## src/rtl/kvadd_tutorial_example_pkg.sv

```systemverilog
// Shared FSM encoding and default sizing for the kvadd chunk scheduler.
// Encodings are kept as plain localparams so legacy code can match on raw values.
package kvadd_tutorial_example_pkg;

  localparam int DEFAULT_CHUNK_BYTES    = 4096;
  localparam int DEFAULT_TIMEOUT_CYCLES = 1024;

  localparam logic [1:0] S_IDLE   = 2'd0;
  localparam logic [1:0] S_LAUNCH = 2'd1;
  localparam logic [1:0] S_WAIT   = 2'd2;
  localparam logic [1:0] S_DONE   = 2'd3;

  typedef enum logic [1:0] {
    ST_IDLE   = S_IDLE,
    ST_LAUNCH = S_LAUNCH,
    ST_WAIT   = S_WAIT,
    ST_DONE   = S_DONE
  } state_e;

endpackage

```

## src/rtl/kvadd_tutorial_example_watchdog.sv

```systemverilog
// Cycle watchdog: counts enabled cycles since the last clear, expired on the Nth.
// expired is combinational from the count, so the owner can react in the same cycle.
module kvadd_tutorial_example_watchdog
  import kvadd_tutorial_example_pkg::*;
#(
  parameter int C_TIMEOUT_CYCLES = DEFAULT_TIMEOUT_CYCLES
) (
  input  logic aclk,
  input  logic areset,
  input  logic clear,
  input  logic enable,
  output logic expired
);

  localparam int CW = (C_TIMEOUT_CYCLES > 1) ? $clog2(C_TIMEOUT_CYCLES) : 1;
  localparam logic [CW-1:0] LAST = CW'(C_TIMEOUT_CYCLES - 1);

  logic [CW-1:0] count_q;
  logic [CW-1:0] count_d;

  // Holds at LAST so a stuck enable never wraps back to a non-expired value.
  always_comb begin
    count_d = count_q;
    if (clear) begin
      count_d = '0;
    end else if (enable && (count_q != LAST)) begin
      count_d = count_q + 1'b1;
    end
  end

  always_ff @(posedge aclk) begin
    if (areset) begin
      count_q <= '0;
    end else begin
      count_q <= count_d;
    end
  end

  assign expired = enable && !clear && (count_q == LAST);

endmodule

```

## src/rtl/kvadd_tutorial_example_chunk_scheduler.sv

```systemverilog
// Splits one host transfer into <= C_CHUNK_BYTES datapath jobs, launched one at a time.
// One LAUNCH cycle per chunk, then waits for dp_done or the watchdog; ap_start only sampled in IDLE.
module kvadd_tutorial_example_chunk_scheduler
  import kvadd_tutorial_example_pkg::*;
#(
  parameter int C_M_AXI_ADDR_WIDTH = 64,
  parameter int C_XFER_SIZE_WIDTH  = 32,
  parameter int C_ADDER_BIT_WIDTH  = 32,
  parameter int C_CHUNK_BYTES      = DEFAULT_CHUNK_BYTES,
  parameter int C_TIMEOUT_CYCLES   = DEFAULT_TIMEOUT_CYCLES
) (
  input  logic                          aclk,
  input  logic                          areset,
  input  logic                          ap_start,
  output logic                          ap_idle,
  output logic                          ap_done,
  input  logic [C_M_AXI_ADDR_WIDTH-1:0] ctrl_addr_offset,
  input  logic [C_XFER_SIZE_WIDTH-1:0]  ctrl_xfer_size_in_bytes,
  input  logic [C_ADDER_BIT_WIDTH-1:0]  ctrl_constant,
  output logic                          dp_start,
  input  logic                          dp_done,
  output logic [C_M_AXI_ADDR_WIDTH-1:0] dp_addr_offset,
  output logic [C_XFER_SIZE_WIDTH-1:0]  dp_xfer_size_in_bytes,
  output logic [C_ADDER_BIT_WIDTH-1:0]  dp_constant,
  output logic [C_XFER_SIZE_WIDTH-1:0]  chunk_count,
  output logic                          err_timeout
);

  localparam int AW = C_M_AXI_ADDR_WIDTH;
  localparam int XW = C_XFER_SIZE_WIDTH;
  localparam int KW = C_ADDER_BIT_WIDTH;
  localparam logic [XW-1:0] CHUNK = XW'(C_CHUNK_BYTES);

  function automatic logic [XW-1:0] clip_chunk(input logic [XW-1:0] bytes_left);
    return (bytes_left > CHUNK) ? CHUNK : bytes_left;
  endfunction

  state_e        state_q, state_d;
  logic [XW-1:0] remaining_q, remaining_d;
  logic [AW-1:0] dp_addr_q, dp_addr_d;
  logic [XW-1:0] dp_size_q, dp_size_d;
  logic [KW-1:0] dp_const_q, dp_const_d;
  logic [XW-1:0] chunk_count_q, chunk_count_d;
  logic          err_q, err_d;

  logic [XW-1:0] rem_after;
  logic [AW-1:0] addr_after;
  logic          wd_clear;
  logic          wd_enable;
  logic          wd_expired;

  assign wd_enable = (state_q == ST_WAIT);
  assign wd_clear  = !wd_enable;

  kvadd_tutorial_example_watchdog #(
    .C_TIMEOUT_CYCLES(C_TIMEOUT_CYCLES)
  ) u_watchdog (
    .aclk    (aclk),
    .areset  (areset),
    .clear   (wd_clear),
    .enable  (wd_enable),
    .expired (wd_expired)
  );

  // The dp_* registers double as the chunk cursor: they only move on entry
  // to LAUNCH, so they stay stable through LAUNCH and WAIT for free.
  always_comb begin
    state_d       = state_q;
    remaining_d   = remaining_q;
    dp_addr_d     = dp_addr_q;
    dp_size_d     = dp_size_q;
    dp_const_d    = dp_const_q;
    chunk_count_d = chunk_count_q;
    err_d         = err_q;
    rem_after     = remaining_q - dp_size_q;
    addr_after    = dp_addr_q + AW'(dp_size_q);

    case (state_q)
      ST_IDLE: begin
        if (ap_start) begin
          remaining_d   = ctrl_xfer_size_in_bytes;
          dp_const_d    = ctrl_constant;
          chunk_count_d = '0;
          err_d         = 1'b0;
          if (ctrl_xfer_size_in_bytes == '0) begin
            state_d = ST_DONE;
          end else begin
            state_d   = ST_LAUNCH;
            dp_addr_d = ctrl_addr_offset;
            dp_size_d = clip_chunk(ctrl_xfer_size_in_bytes);
          end
        end
      end
      ST_LAUNCH: begin
        state_d = ST_WAIT;
      end
      ST_WAIT: begin
        // dp_done is tested first so a completion on the expiry cycle still counts.
        if (dp_done) begin
          remaining_d = rem_after;
          if (chunk_count_q != '1) begin
            chunk_count_d = chunk_count_q + 1'b1;
          end
          if (rem_after != '0) begin
            state_d   = ST_LAUNCH;
            dp_addr_d = addr_after;
            dp_size_d = clip_chunk(rem_after);
          end else begin
            state_d = ST_DONE;
          end
        end else if (wd_expired) begin
          err_d   = 1'b1;
          state_d = ST_DONE;
        end
      end
      ST_DONE: begin
        state_d = ST_IDLE;
      end
      default: begin
        state_d = ST_IDLE;
      end
    endcase
  end

  always_ff @(posedge aclk) begin
    if (areset) begin
      state_q       <= ST_IDLE;
      remaining_q   <= '0;
      dp_addr_q     <= '0;
      dp_size_q     <= '0;
      dp_const_q    <= '0;
      chunk_count_q <= '0;
      err_q         <= 1'b0;
    end else begin
      state_q       <= state_d;
      remaining_q   <= remaining_d;
      dp_addr_q     <= dp_addr_d;
      dp_size_q     <= dp_size_d;
      dp_const_q    <= dp_const_d;
      chunk_count_q <= chunk_count_d;
      err_q         <= err_d;
    end
  end

  assign ap_idle               = (state_q == ST_IDLE);
  assign ap_done               = (state_q == ST_DONE);
  assign dp_start              = (state_q == ST_LAUNCH);
  assign dp_addr_offset        = dp_addr_q;
  assign dp_xfer_size_in_bytes = dp_size_q;
  assign dp_constant           = dp_const_q;
  assign chunk_count           = chunk_count_q;
  assign err_timeout           = err_q;

endmodule

```

## config.mk

```make
export PLATFORM = sky130hd
export DESIGN_NAME = kvadd_tutorial_example_chunk_scheduler
export DESIGN_NICKNAME = d
export VERILOG_FILES = /design/src/rtl/kvadd_tutorial_example_pkg.sv /design/src/rtl/kvadd_tutorial_example_watchdog.sv /design/src/rtl/kvadd_tutorial_example_chunk_scheduler.sv
export SDC_FILE = /design/constraint.sdc
export NUM_CORES = 1
export LEC_CHECK = 0
export ABC_AREA = 1
export BUFFER_PORTS_ARGS = -buffer_cell sky130_fd_sc_hd__clkbuf_2
export CORE_ASPECT_RATIO = 1.25
export CORE_UTILIZATION = 36
export DETAILED_ROUTE_END_ITERATION = 16
export MAX_ROUTING_LAYER = met4
export PLACE_DENSITY_LB_ADDON = 0.3
export SYNTH_ARGS = -nofsm -noshare
export SYNTH_HDL_FRONTEND = slang
export SYNTH_HIERARCHICAL = 1
export SYNTH_SLANG_ARGS = --single-unit
```

## constraint.sdc

```tcl
create_clock -name aclk -period 3.24 [get_ports aclk]
set_input_delay 0.648 -clock aclk [delete_from_list [all_inputs] [get_ports aclk]]
set_output_delay 0.648 -clock aclk [all_outputs]
set_load 0.02 [all_outputs]
```

==> metrics.yaml <==
sta:
  relSlewSlack_pct: 33.6
  skew_ns: 0.0111
  setup_tns_ns: 0
  drv_slew: 0
  fin_crit_sh_pct: 93.2
  worst_pin_slew_ns: 0.992
  finalHoldViolCount: 0
  fmax_mhz: 331
  min_period_ns: 3.02
  setup_viol: 0
yosys:
  synth_xor_area_share_pct: 1.52
  ys_async_sr_fraction_pct: 0
  syn-cell-area_mm2: 0.0155
  synth_mux_area_share_pct: 0.0644
  ys_types: 46
  ys_ff_latch: 205
  yosysWarningCount: 6
  synth-simple-area-share_pct: 45.1
  synth_adder_area_share_pct: 5.49
  synthTopCellsByArea: "dfxtp_1 (26%), nand2_1 (21%), nor2_1 (10%)"
  syn_area_per_cell_um2: 5.75
  synthCells: 2702
  ys_seq_area_share_pct: 26.4
  syn_nets: 2901
  synth_area_leader_cell: "dfxtp_1"
  synth_edf_count: 0
  synth_compound_area_share_pct: 10.4
  ys.flop_type: "dfxtp_1"
  synth_top_family_by_area: "simple AND/OR/NAND/NOR gates"
  yosysTopAreaCellShare_pct: 26.4
setup_path:
  r2r_setup_slack_ns: 0.22
  cp_common_cell: "nor2_1"
  path_max_fanout: 14
  crit_chain: "inv_1 > ha_1 > nand2_1 > nor2_1 > nand2_1 > nor2_1 > nand2_2 > nand3_1 > nand2_1 > nor2_1 > nand2_1 > nor2_4 > nand3_4 > nand2_4 > inv_2 > buf_4 > nor2_1 > nor2_1"
  startpoint_type: "register"
  arrival_ns: 3.48
  crit_path_end_kind: "register"
  cp_slowest_cell: "ha_1"
  criticalPathCategory: "reg2reg"
  required_ns: 3.70
  cp_slowest_stage_delay_ns: 0.41
clocking:
  cts_root_buf: "clkbuf_16"
  clk_pin_slew_ns: 0.06
  cts_buffers: 25
  htree_levels: 1
  cts.sinks: 205
  clk_latency_ns: 0.56
  cts_buffer_depth: 3
  cts_tree: "yes"
layout:
  fin_nets: 3188
  ff_latch_area_mm2: 0.00411
  fill_cells: 4525
  final_common_cell: "nand2_1"
  final_cell_mix: "nand2_1 (849), nor2_1 (426), inv_1 (338), clkbuf_2 (295), dfxtp_1 (203)"
  multiInputGateArea_mm2: 0.00987
  utilization_pct: 44.6
  final_layout_size_suffix_gt1_share_pct: 16.0
  postLayoutCellArea_mm2: 0.0189
  area_delta_synth_final_pct: 21.6
global_routing:
  grt_use_total_pct: 27.2
  grtUsageMet2_pct: 48.5
  grt.overflow.total: 0
  grt_busiest_layer: "met2"
  antenna_found_initial: 1
  first_global_vias: 17300
  use_met1_pct: 30.3
  met3_usage_pct: 2.20
  grt_start_max_net_pins: 99
  grt_pass1_wl_um: 92100
route:
  drtIter0Drc: 967
  route.detailed.drc: 0
  drtAntennaViolNets: 0
  vias: 18100
  first_pass_iters: 5
  wl_um: 59600
  wl_per_cell_um: 16.7
  viasPerCell: 5.06
placed_design:
  dp_hpwl_um: 47700
  portBuffers: 295
  gp_congestion: 1.05
  dpl_cell_area_mm2: 0.0178
power:
  intPower_uw: 6780
  peakVddDrop_v: 0.000396
  seq_power_share_pct: 26.5
  p_leak_uw: 0.00953
  pwr-share-clk_pct: 27.6
  netSwitchingPower_uw: 5400
  switching_share_pct: 44.4
  combPwrFrac_pct: 45.9
  power_uw: 12200
  p_per_area_mw_per_mm2: 645
worst_hold_path:
  hold_path_class: "in2reg"
floorplan:
  io_pins: 296
  die-area_mm2: 0.0440
  core_mm2: 0.0424
  die_w_um: 188
  row_count: 84
  initial_core_util_pct: 36.7
  die_h_um: 234
outcome:
  status: "completed"
run:
  maxCapViolations: 0
==> cell usage after synthesis (6+ instances only) <==
cell,number
inv_2,10
nor3_2,18
xnor2_1,11
a21oi_1,161
a31oi_1,6
buf_1,6
nor2_2,12
and3_1,6
nand4_1,43
buf_2,6
ha_1,65
clkbuf_1,59
nand3b_1,32
nand3_1,171
or2_2,13
nand2_1,857
nor2_1,432
dfxtp_1,205
buf_6,9
o21ai_0,130
nor4_1,13
xor2_1,16
nor3_1,44
inv_1,338
==> flip-flops by register name, indices dropped and copies added (netlist names) <==
signal and flops:
dp_addr_offset 64, chunk_count 32, dp_constant 32, dp_xfer_size_in_bytes 32, remaining_q 32, u_watchdog/count_q 10, state_q 2, err_timeout 1
==> metal layers <==
layer	share of wire, %	vias up
met5	0	-
met4	5.1	0
met3	4.6	143
met2	50	531
met1	40	8254
li1	-	9137
==> power groups by stage <==
stage | clock, uW | sequential (uW) | combinational, uW
final | 3360 | 3220 | 5600
after global routing | 3520 | 3260 | 6280
after CTS | 3430 | 3210 | 5440
after detailed placement | 0 | 3260 | 5420
after global placement | 0 | 3260 | 5370
after floorplan | 0 | 3440 | 3570
==> layout make-up <==
class	count	area share [%]
multi-input combinational	2063	52.3
sequential	205	21.7
timing repair buffer	343	10.1
inverter	351	7.00
tap	559	3.70
clock buffer	32	3.56
clock inverter	14	1.60
antenna	1	0.0132
==> logic make-up (layout without fill, tap and decap cells) <==
kind of cell | count (synthesis) | count (layout)
fa+ha+maj | 67 | 67
buf+inv | 434 | 740
other cells | 0 | 1
xor+xnor | 27 | 27
simple gates | 1655 | 1655
mux | 1 | 1
compound gates | 313 | 313
flops | 205 | 205
==> final timing paths <==
check                                    startpoint                                endpoint  depth (start not counted)
max          dp_xfer_size_in_bytes[22]$_SDFFE_PP0P_         dp_addr_offset[29]$_SDFFE_PP0P_                         18
min                               ctrl_constant[17]            dp_constant[17]$_SDFFE_PP0P_                          3
max reg2reg  dp_xfer_size_in_bytes[22]$_SDFFE_PP0P_         dp_addr_offset[29]$_SDFFE_PP0P_                         18
min reg2reg  dp_xfer_size_in_bytes[23]$_SDFFE_PP0P_  dp_xfer_size_in_bytes[23]$_SDFFE_PP0P_                          2
==> critical path: cells and delay by family (launching register included) <==
| family | cells | cell delay [ns] |
|---|---|---|
| and+or+nand+nor | 14 | 1.80 |
| adders and majority gates | 1 | 0.41 |
| buffers and inverters | 3 | 0.37 |
| DFF | 1 | 0.33 |
==> repair_timing <==
action,4_1_cts,5_1_grt
gates resized for setup,0,37
endpoints found under the setup margin,0,97
hold buffers,0,0
buffers inserted,0,1
hold endpoints to repair,0,0
==> through the flow <==
stage               hold slack [ns]  worst slack (ns)  std cells
floorplan                     0.437             0.515       2702
global placement              0.453            0.0554       3520
detailed placement            0.470            0.0386       3520
CTS                           0.280           0.00229       3566
global route                  0.301           -0.0184       3568
finish                        0.310             0.219       3568
(Power assumes the default switching activity.)
